`src/rtl/sccb_pkg.sv`:
```
// sccb_pkg
//   Shared definitions for the SCCB responder and the config master that talks
//   to it: responder FSM states, register address constants, the register
//   bank reset-value table and the markers used in config sequence tables.
package sccb_pkg;

  // Responder protocol states. The *_X states cover the 9th (don't-care /
  // acknowledge) bit that follows every byte.
  typedef enum logic [3:0] {
    S_IDLE,
    S_DEV,
    S_DEV_X,
    S_SUB,
    S_SUB_X,
    S_WDAT,
    S_WDAT_X,
    S_RDAT,
    S_RNA,
    S_IGNORE
  } state_t;

  // Register addresses with special behaviour.
  localparam logic [7:0] REG_PID   = 8'h0A;
  localparam logic [7:0] REG_VER   = 8'h0B;
  localparam logic [7:0] REG_CLKRC = 8'h11;
  localparam logic [7:0] REG_COM7  = 8'h12;

  // Config-table markers understood by the config master.
  localparam logic [7:0] CFG_END   = 8'hFF;
  localparam logic [7:0] CFG_DELAY = 8'hF0;

  // Value a register takes after reset or after a COM7 soft reset.
  function automatic logic [7:0] def_val(input logic [7:0] addr);
    logic [7:0] val;
    val = 8'h00;
    if (addr == REG_PID)   val = 8'h76;
    if (addr == REG_VER)   val = 8'h73;
    if (addr == REG_CLKRC) val = 8'h80;
    return val;
  endfunction

  // Identification registers ignore writes.
  function automatic logic is_read_only(input logic [7:0] addr);
    return (addr == REG_PID) || (addr == REG_VER);
  endfunction

endpackage

```
`src/rtl/sccb_line_sync.sv`:
```
// sccb_line_sync
//   Brings the asynchronous SCCB lines into the clk domain and derives the
//   bus events the responder FSM works from.
// Ports
//   clk, rst_n   system clock, asynchronous active-low reset
//   sio_c_i      raw SCCB clock line
//   sio_d_i      raw SCCB data line (as seen on the pad)
//   d_level      synchronized data line level
//   c_rise       1-cycle pulse on a rising SIO_C edge
//   c_fall       1-cycle pulse on a falling SIO_C edge
//   start        1-cycle pulse when SIO_D falls while SIO_C is high
//   stop         1-cycle pulse when SIO_D rises while SIO_C is high
module sccb_line_sync #(
  parameter int SYNC_STAGES = 2
) (
  input  logic clk,
  input  logic rst_n,
  input  logic sio_c_i,
  input  logic sio_d_i,
  output logic d_level,
  output logic c_rise,
  output logic c_fall,
  output logic start,
  output logic stop
);

  logic [SYNC_STAGES-1:0] c_sync;
  logic [SYNC_STAGES-1:0] d_sync;
  logic                   c_prev;
  logic                   d_prev;
  logic                   c_now;
  logic                   d_now;

  // Reset to the idle bus level (both lines high) so that leaving reset
  // never looks like an edge, START or STOP.
  always_ff @(posedge clk or negedge rst_n) begin
    if (!rst_n) begin
      c_sync <= '1;
      d_sync <= '1;
      c_prev <= 1'b1;
      d_prev <= 1'b1;
    end else begin
      c_sync <= {c_sync[SYNC_STAGES-2:0], sio_c_i};
      d_sync <= {d_sync[SYNC_STAGES-2:0], sio_d_i};
      c_prev <= c_sync[SYNC_STAGES-1];
      d_prev <= d_sync[SYNC_STAGES-1];
    end
  end

  assign c_now   = c_sync[SYNC_STAGES-1];
  assign d_now   = d_sync[SYNC_STAGES-1];
  assign d_level = d_now;
  assign c_rise  = c_now & ~c_prev;
  assign c_fall  = ~c_now & c_prev;

  // SIO_C must be high in both samples so a data change that races a clock
  // edge is never mistaken for START or STOP.
  assign start   = c_now & c_prev & d_prev & ~d_now;
  assign stop    = c_now & c_prev & ~d_prev & d_now;

endmodule

```
`src/rtl/sccb_responder.sv`:
```
// sccb_responder
//   Camera-side SCCB target with a 256x8 register bank. Accepts 3-phase
//   writes (ID, sub-address, data) and answers 2-phase reads (ID, data) from
//   the sub-address pointer left by the last write phase.
// Ports
//   clk       system clock, at least 8x the SIO_C frequency
//   rst_n     asynchronous active-low reset
//   sio_c_i   SCCB clock from the master
//   sio_d_i   SCCB data line as seen on the pad
//   sio_d_oe  1 = pull SIO_D low (open drain)
//   wr_valid  1-cycle pulse when a register write commits
//   wr_addr   sub-address of the committed write
//   wr_data   data of the committed write
//   busy      high while a transaction addressed to this device is open
module sccb_responder
  import sccb_pkg::*;
#(
  parameter logic [7:0] DEV_ID      = 8'h42,
  parameter bit         ACK_EN      = 1'b1,
  parameter int         SYNC_STAGES = 2
) (
  input  logic       clk,
  input  logic       rst_n,
  input  logic       sio_c_i,
  input  logic       sio_d_i,
  output logic       sio_d_oe,
  output logic       wr_valid,
  output logic [7:0] wr_addr,
  output logic [7:0] wr_data,
  output logic       busy
);

  logic       d_level;
  logic       c_rise;
  logic       c_fall;
  logic       start;
  logic       stop;

  state_t     state;
  logic [3:0] bit_cnt;
  logic [7:0] shift_reg;
  logic [7:0] ptr;
  logic       rd_mode;
  logic [7:0] next_byte;
  logic [7:0] bank_rd;
  logic [7:0] bank [256];

  sccb_line_sync #(
    .SYNC_STAGES(SYNC_STAGES)
  ) u_line_sync (
    .clk     (clk),
    .rst_n   (rst_n),
    .sio_c_i (sio_c_i),
    .sio_d_i (sio_d_i),
    .d_level (d_level),
    .c_rise  (c_rise),
    .c_fall  (c_fall),
    .start   (start),
    .stop    (stop)
  );

  assign next_byte = {shift_reg[6:0], d_level};
  assign bank_rd   = bank[ptr];

  // Protocol FSM. Master bits are taken on c_rise; sio_d_oe only moves on
  // c_fall so the line is stable for the whole SIO_C high phase. In the X
  // states bit_cnt is reused as a phase flag: 0 = the fall that starts the
  // acknowledge drive, 1 = the fall that releases it and leaves the state.
  always_ff @(posedge clk or negedge rst_n) begin
    if (!rst_n) begin
      state     <= S_IDLE;
      bit_cnt   <= 4'd0;
      shift_reg <= 8'h00;
      ptr       <= 8'h00;
      rd_mode   <= 1'b0;
      sio_d_oe  <= 1'b0;
      busy      <= 1'b0;
      wr_valid  <= 1'b0;
      wr_addr   <= 8'h00;
      wr_data   <= 8'h00;
    end else begin
      wr_valid <= 1'b0;
      if (stop) begin
        state    <= S_IDLE;
        bit_cnt  <= 4'd0;
        sio_d_oe <= 1'b0;
        busy     <= 1'b0;
      end else if (start) begin
        // Also handles a repeated START in the middle of a transaction.
        state    <= S_DEV;
        bit_cnt  <= 4'd0;
        sio_d_oe <= 1'b0;
      end else begin
        case (state)
          S_DEV, S_SUB, S_WDAT: begin
            if (c_rise) begin
              shift_reg <= next_byte;
              if (bit_cnt == 4'd7) begin
                bit_cnt <= 4'd0;
                if (state == S_DEV) begin
                  if (next_byte == DEV_ID) begin
                    rd_mode <= 1'b0;
                    busy    <= 1'b1;
                    state   <= S_DEV_X;
                  end else if (next_byte == (DEV_ID | 8'h01)) begin
                    rd_mode <= 1'b1;
                    busy    <= 1'b1;
                    state   <= S_DEV_X;
                  end else begin
                    busy    <= 1'b0;
                    state   <= S_IGNORE;
                  end
                end else if (state == S_SUB) begin
                  ptr   <= next_byte;
                  state <= S_SUB_X;
                end else begin
                  // Commit on the rise that samples the data LSB.
                  wr_valid <= 1'b1;
                  wr_addr  <= ptr;
                  wr_data  <= next_byte;
                  state    <= S_WDAT_X;
                end
              end else begin
                bit_cnt <= bit_cnt + 4'd1;
              end
            end
          end

          S_DEV_X, S_SUB_X, S_WDAT_X: begin
            if (c_fall) begin
              if (bit_cnt == 4'd0) begin
                sio_d_oe <= ACK_EN;
                bit_cnt  <= 4'd1;
              end else if (state == S_DEV_X && rd_mode) begin
                // The fall that ends the acknowledge already presents the
                // read data MSB; the rest follow on later falls.
                sio_d_oe  <= ~bank_rd[7];
                shift_reg <= {bank_rd[6:0], 1'b0};
                bit_cnt   <= 4'd1;
                state     <= S_RDAT;
              end else begin
                sio_d_oe <= 1'b0;
                bit_cnt  <= 4'd0;
                if (state == S_DEV_X)      state <= S_SUB;
                else if (state == S_SUB_X) state <= S_WDAT;
                else                       state <= S_IGNORE;
              end
            end
          end

          S_RDAT: begin
            // bit_cnt counts data bits already presented on the line.
            if (c_fall) begin
              if (bit_cnt == 4'd8) begin
                sio_d_oe <= 1'b0;
                bit_cnt  <= 4'd0;
                state    <= S_RNA;
              end else begin
                sio_d_oe  <= ~shift_reg[7];
                shift_reg <= {shift_reg[6:0], 1'b0};
                bit_cnt   <= bit_cnt + 4'd1;
              end
            end
          end

          S_RNA: begin
            // The master's NA bit is sampled here and deliberately ignored.
            if (c_rise) state <= S_IGNORE;
          end

          S_IDLE, S_IGNORE: begin
            sio_d_oe <= 1'b0;
          end

          default: begin
            state    <= S_IDLE;
            sio_d_oe <= 1'b0;
          end
        endcase
      end
    end
  end

  // Register bank. Writes land the cycle wr_valid is high. A COM7 write with
  // bit7 set reloads every register instead, so COM7 itself reads back as
  // its default and the soft-reset bit clears on its own.
  always_ff @(posedge clk or negedge rst_n) begin
    if (!rst_n) begin
      for (int i = 0; i < 256; i++) bank[i] <= def_val(i[7:0]);
    end else if (wr_valid && (wr_addr == REG_COM7) && wr_data[7]) begin
      for (int i = 0; i < 256; i++) bank[i] <= def_val(i[7:0]);
    end else if (wr_valid && !is_read_only(wr_addr)) begin
      bank[wr_addr] <= wr_data;
    end
  end

endmodule
```
`config.mk`:
```
export PLATFORM = sky130hd
export DESIGN_NAME = sccb_responder
export DESIGN_NICKNAME = d
export VERILOG_FILES = /design/src/rtl/sccb_pkg.sv /design/src/rtl/sccb_line_sync.sv /design/src/rtl/sccb_responder.sv
export SDC_FILE = /design/constraint.sdc
export NUM_CORES = 2
export LEC_CHECK = 0
export CAP_MARGIN = 20
export CORE_MARGIN = 10
export CORE_UTILIZATION = 50
export CTS_BUF_LIST = sky130_fd_sc_hd__clkbuf_4
export CTS_CLUSTER_DIAMETER = 50
export DETAILED_ROUTE_END_ITERATION = 6
export PLACE_DENSITY = 0.68
export SYNTH_ARGS = -nofsm -noshare
export SYNTH_HDL_FRONTEND = slang
export SYNTH_SLANG_ARGS = --single-unit
```
`constraint.sdc`:
```
create_clock -name clk -period 2.5 [get_ports clk]
set_input_delay 0.375 -clock clk [delete_from_list [all_inputs] [get_ports clk]]
set_output_delay 0.375 -clock clk [all_outputs]
set_load 0.02 [all_outputs]
```
---- Word-level counts from Yosys, hierarchy flattened ----
Index checks and enable logic that the tools add are counted.
operators by class
  add/subtract/negate cells ............... 1
  order comparisons ....................... 3
  eq/ne operators ......................... 32
  multiplexer cells ....................... 67
  bitwise operators ....................... 19
  reduce and logical (&&, ||, !) cells .... 29
operators with widths
  cell                                                         number
  2-to-1 mux 2048 bit                                          2
  bitwise mux 2048 bit                                         1
  2-to-1 mux 4 bit                                             22
  2-to-1 mux 8 bit                                             9
  binary-select mux 8 bit (select 8 bit)                       1
  demux 8 bit (select 8 bit)                                   1
  != test 4 bit (second input constant)                        7
  2-to-1 mux 1 bit                                             26
  case mux 8 bit (3 select lines)                              1
  AND reduction 7 bit                                          3
  == test 4 x 3 -> 1 bit (second input constant)               5
  case mux 4 bit (5 select lines)                              1
  >= comparator 9 bit (second input constant)                  2
  NOT 8 -> 9 bit                                               2
  == test 8 x 4 -> 1 bit (second input constant)               2
  == test 8 x 7 -> 1 bit (second input constant)               2
  == test 4 bit (second input constant)                        3
  != test 2 bit (second input constant)                        6
  case mux 4 bit (3 select lines)                              1
  nonzero test 2 bit                                           6
  NOT 1 bit                                                    10
  less-than comparator 9 x 1 -> 1 bit (second input constant)  1
  AND reduction 9 bit                                          1
  == test 4 x 2 -> 1 bit (second input constant)               2
  other kinds (22)                                             34
word-level totals
  register bits ........................... 2098
  bits of input ports ..................... 4
  output and inout bits ................... 19
  word-level logic and storage cells ...... 421

---- Longest topological paths before layout ----
  depth in word-level cells ............... 11
  mapped depth ............................ 12
  gate-level depth less buffers ........... 9

---- Hierarchy ----
A second synthesis with hierarchy kept.
second synthesis, totals
  cell total of the unflattened synthesis .. 7855
  area, all modules ....................... 93190.6 um^2
by module, submodules not included
  module          instances  cells an instance  area each (um^2)  seq. area each (um^2)
  sccb_responder  1          7845               93000.4           52364.0
  sccb_line_sync  1          10                 190.2             157.7

---- Worst setup path after synthesis ----
OpenSTA, ideal clock, no wires.
  kind .................................... register to register
  from .................................... register ptr[1]
  to ...................................... register sio_d_oe
  library setup time ...................... 92 ps
  arrival ................................. 2341 ps
  data required time ...................... 2408 ps
  slack ................................... 68 ps
  cell stages (with the launch flop) ...... 9
  path buffers ............................ 3
  clock period less this slack ............ 2432 ps
  path through ............................ dfrtp_1 > buf_4 > buf_2 > buf_1 > mux4_2 > mux4_2 > a21oi_1 > o32ai_1 > o31ai_2
between the ends
  word-level cells in the longest chain between the ends .. 11
ends and longest elaborated chain
  item                                                 line                   text
  start: declaration                                   sccb_responder.sv:42   logic [7:0] ptr;
  start signal: assignment                             sccb_responder.sv:114  ptr <= next_byte;
  NOT 8 -> 9 bit (implied by the code)                 sccb_responder.sv:63   assign bank_rd = bank[ptr];
  binary-select mux 8 bit (select 8 bit)               sccb_responder.sv:63
  2-to-1 mux 8 bit (implied by the code) (2 in a row)  sccb_responder.sv:63
  NOT 1 bit                                            sccb_responder.sv:137  sio_d_oe <= ~bank_rd[7];
  2-to-1 mux 1 bit                                     sccb_responder.sv:134  end else if (state == S_DEV_X && rd_mode) begin
  2-to-1 mux 1 bit                                     sccb_responder.sv:131  if (bit_cnt == 4'd0) begin
  2-to-1 mux 1 bit                                     sccb_responder.sv:130  if (c_fall) begin
  case mux 1 bit (3 select lines)                      sccb_responder.sv:94   case (state)
  2-to-1 mux 1 bit                                     sccb_responder.sv:88   end else if (start) begin
  2-to-1 mux 1 bit                                     sccb_responder.sv:83   if (stop) begin
  end signal: assignment                               sccb_responder.sv:137
  end signal: assignment                               sccb_responder.sv:159  sio_d_oe <= ~shift_reg[7];
  end: declaration                                     sccb_responder.sv:26   output logic sio_d_oe,
Every way passes these cells. The select of a mux whose other input is x is not followed.
A chain may end at the register's enable or synchronous reset.

---- Final worst setup path ----
  from .................................... register ptr[0]
  to ...................................... register shift_reg[2]
between the ends
  word-level cells in the longest chain between the ends .. 8
ends and longest elaborated chain
  item                                                 line                   text
  NOT 8 -> 9 bit (implied by the code)                 sccb_responder.sv:63
  binary-select mux 8 bit (select 8 bit)               sccb_responder.sv:63
  2-to-1 mux 8 bit (implied by the code) (2 in a row)  sccb_responder.sv:63
  2-to-1 mux 8 bit                                     sccb_responder.sv:134
  2-to-1 mux 8 bit                                     sccb_responder.sv:131
  2-to-1 mux 8 bit                                     sccb_responder.sv:130
  case mux 8 bit (3 select lines)                      sccb_responder.sv:94
  end signal: assignment                               sccb_responder.sv:97   shift_reg <= next_byte;
  end signal: assignment                               sccb_responder.sv:138  shift_reg <= {bank_rd[6:0], 1'b0};
  end signal: assignment                               sccb_responder.sv:160  shift_reg <= {shift_reg[6:0], 1'b0};
  end: declaration                                     sccb_responder.sv:41   logic [7:0] shift_reg;
Every way passes these cells. The select of a mux whose other input is x is not followed.

==> impl_metrics.csv <==
group,metric,value,unit
clock_network,cts_buffers,562,
worst_setup_path,crit_path_end_kind,"flop",
worst_setup_path,worstPathRequired,3.79,ns
worst_setup_path,worstPathBufferInverterCount,5,
worst_setup_path,slowest_stage,"mux4_2",
yosys,yosys_warnings,0,
worst_setup_path,regToRegStartpoint,"ptr[0]",
worst_setup_path,cp-start-kind,"flop",
run_status,violations,"DRC, setup timing",
detailed_routing,ant_nets,0,
final_layout,final_cells,12300,
worst_setup_path,ff2ff_setup_slack,-0.54,ns
clock_network,clk_path_buf_depth,4,
final_layout,area_growth,20.7,%
clock_network,path_clk_slew,0.07,ns
detailed_routing,via_per_inst,6.45,
die,start_util,50.3,%
final_layout,drive_above_1_share,27.5,%
global_route,track_usage,33.7,%
hold_path,holdCritStartpoint,"sio_d_i",
yosys,synth_edf_count,0,
place,gp_congestion,1.02,
final_layout,multi_input_area,0.0390,mm^2
worst_setup_path,worstPathCellList,"buf_12 -> buf_12 -> buf_16 -> buf_16 -> mux4_2 -> mux4_2 -> o22ai_4 -> buf_6 -> a21oi_2 -> nand3_2 -> o21ai_2",
worst_setup_path,critPathMaxFanout,7,
place,dp.cells,11300,
worst_setup_path,critPathArrivalTime,4.33,ns
die,die-area,0.204,mm^2
detailed_routing,drc,3,
yosys,synthFlopType,"dfrtp_1",
global_route,grt_pass1_wl,519000,um
final_layout,seqCellArea,0.0525,mm^2
pwr,total_power,65.6,mW
sta,finalCriticalPeriod,3.04,ns
yosys,synth_seq_cells,2098,
yosys,syn_nets,8338,
detailed_routing,drt-total-wl,348000,um
place,port_buffers,22,
pwr,power_density,584,mW/mm^2
worst_setup_path,cp_slowest_stage_delay,0.57,ns
clock_network,clk_latency,1.45,ns
clock_network,clock-root-buffer,"clkbuf_4",
detailed_routing,first_pass_iters,7,
hold_path,hold_end,"u_line_sync.d_sync[0]",
global_route,grt_max_degree,115,
final_layout,final_common_cell,"dfrtp_1",
die,rows,158,
sta,hold_viol,0,
final_layout,fillCellCount,14900,
final_layout,fin_util,60.7,%
sta,worst_clock_skew,0.0851,ns
sta,finalSetupViolCount,20,
die,die_x,452,um
yosys,syn-instance-count,8332,
final_layout,largest_register,"bank",
detailed_routing,wire_per_inst,28.4,um
sta,worst_slack,-0.539,ns
final_layout,fin_nets,9440,
clock_network,tritoncts,"yes",
sta,maxSlewHeadroom,36.7,%
job,drv_cap,0,
worst_setup_path,r2r_cells,11,
final_layout,mostFrequentLayoutCells,"dfrtp_1 (2068), nand2_1 (1824), o21ai_0 (1570), clkbuf_4 (823), buf_4 (816)",
final_layout,largest_register_ffs,2048,
detailed_routing,drtIter0Drc,9635,
worst_setup_path,critPathTopFamily,"multiplexers",
worst_setup_path,timing.rr.end,"shift_reg[2]",
detailed_routing,num_vias,79300,
run_status,run_status,"finished with violations",
yosys,synth_area,0.0931,mm^2
yosys,syn_avg_cell_area,11.2,um^2
die,coreArea,0.185,mm^2
place,preCtsSetupSlack,-0.996,ns
yosys,yosysSeqAreaShare,56.4,%
hold_path,holdPathStages,2,
global_route,overflow,0,
sta,finalCritPeriodShare,122,%
yosys,yosysUniqueCellTypes,77,
die,fp.dieH,452,um
sta,max_freq,329,MHz
clock_network,cts_sinks,2098,
sta,rsz0062_at_grt,"yes",
sta,worst_pin_slew,0.936,ns
yosys,ys_async_sr_fraction,100,%
pwr,ir_drop,0.441,mV
global_route,grt_pass1_vias,79800,
die,ioPinCount,23,
clock_network,h-tree-depth,6,
sta,final_max_slew_viol_count,0,
worst_setup_path,criticalPathCategory,"flop to flop",
global_route,antenna_found_initial,19,
place,hpwlAfterDp,230000,um
pwr,power_leakage,48.7,nW
hold_path,worst_hold_path_type,"input pin to flop",
[where the power goes]
part	switching [mW]	internal, mW
Combinational	1.10	0.420
Sequential	0.119	34.0
Clock	14.6	15.3
Total	15.8	49.8
[kinds of logic after synthesis]
logic type	synth area share, %
adders and majority gates	0.0269
buffers and inverters	2.87
DFF	56.4
AOI/OAI and AO/OA	16.5
muxes	13.6
xor gates and xnor gates	0.00941
and+or+nand+nor	10.6
[worst reg2reg max path: stages, from the launching register on]
cell and delay (ns):
dfrtp_4 0.51, buf_12 0.17, buf_12 0.14, buf_16 0.15, buf_16 0.16, mux4_2 0.44
mux4_2 0.57, o22ai_4 0.39, buf_6 0.17, a21oi_2 0.04, nand3_2 0.12, o21ai_2 0.06
[repair_timing]
action	4_1_cts	5_1_grt
cloned	9	2
endpoints found under the hold margin	2100	0
resized for setup	290	61
hold buffers	6	0
setup endpoints to repair	102	699
pin swaps	40	17
buffers inserted	60	14
[per-stage QoR]
stage	hold slack [ns]	TNS, ns	cell area [um^2]
2_1_floorplan	0.0794	0	93100
3_3_place_gp	0.348	-6.09	104000
3_5_place_dp	0.352	-6.65	104000
4_1_cts	0.0464	-3.71	112000
5_1_grt	0.0709	-4.54	112000
6_report	0.131	-4.03	112000
[synthesized netlist by cell type (24+ instances only)]
library cell,number,area (um^2)
nand3_1,59,295
mux2_2,44,495
a22oi_1,24,180
buf_2,111,556
o21ai_0,1574,7880
nand2_1,1840,6910
buf_6,30,338
o22ai_1,115,719
buf_1,28,105
buf_4,30,225
mux2i_1,90,901
clkbuf_1,328,1230
a22o_1,478,4190
dfrtp_1,2081,52100
nor3_1,40,200
nor2_1,331,1240
nand2b_1,40,250
a211oi_1,29,218
a21oi_1,28,140
mux4_2,499,11200
nor2b_1,30,188
o21ai_1,252,1260
[per-layer routing]
metal | routed length (um) | GRT usage (%) | vias to the layer above
met4 | 24900 | 21.0 | 20
met5 | 129 | 0 | -
met2 | 153000 | 49.7 | 5250
li1 | - | - | 32800
met1 | 128000 | 43.2 | 39900
met3 | 42800 | 10.7 | 1284
[final cells by class]
cell class                      instances  area share [%]
Antenna cell                           15          0.0334
Clock buffer                          823            5.50
Clock inverter                         93           0.417
Inverter                               10          0.0334
Multi-Input combinational cell       5686            34.7
Sequential cell                      2098            46.7
Tap cell                             2480            2.76
Timing Repair Buffer                 1076            9.86
[worst max path at each step]
| stage | startpoint | end | depth (start not counted) |
|---|---|---|---|
| 6_report | ptr[0] | shift_reg[2] | 11 |
| 3_5_place_dp | ptr[0] | shift_reg[2] | 10 |
| 3_3_place_gp | ptr[0] | shift_reg[2] | 10 |
| 4_1_cts | ptr[0] | shift_reg[6] | 11 |
| 5_1_grt | ptr[0] | shift_reg[7] | 12 |
| 2_1_floorplan | ptr[1] | sio_d_oe | 8 |
Power figures use the tool's default switching activity.
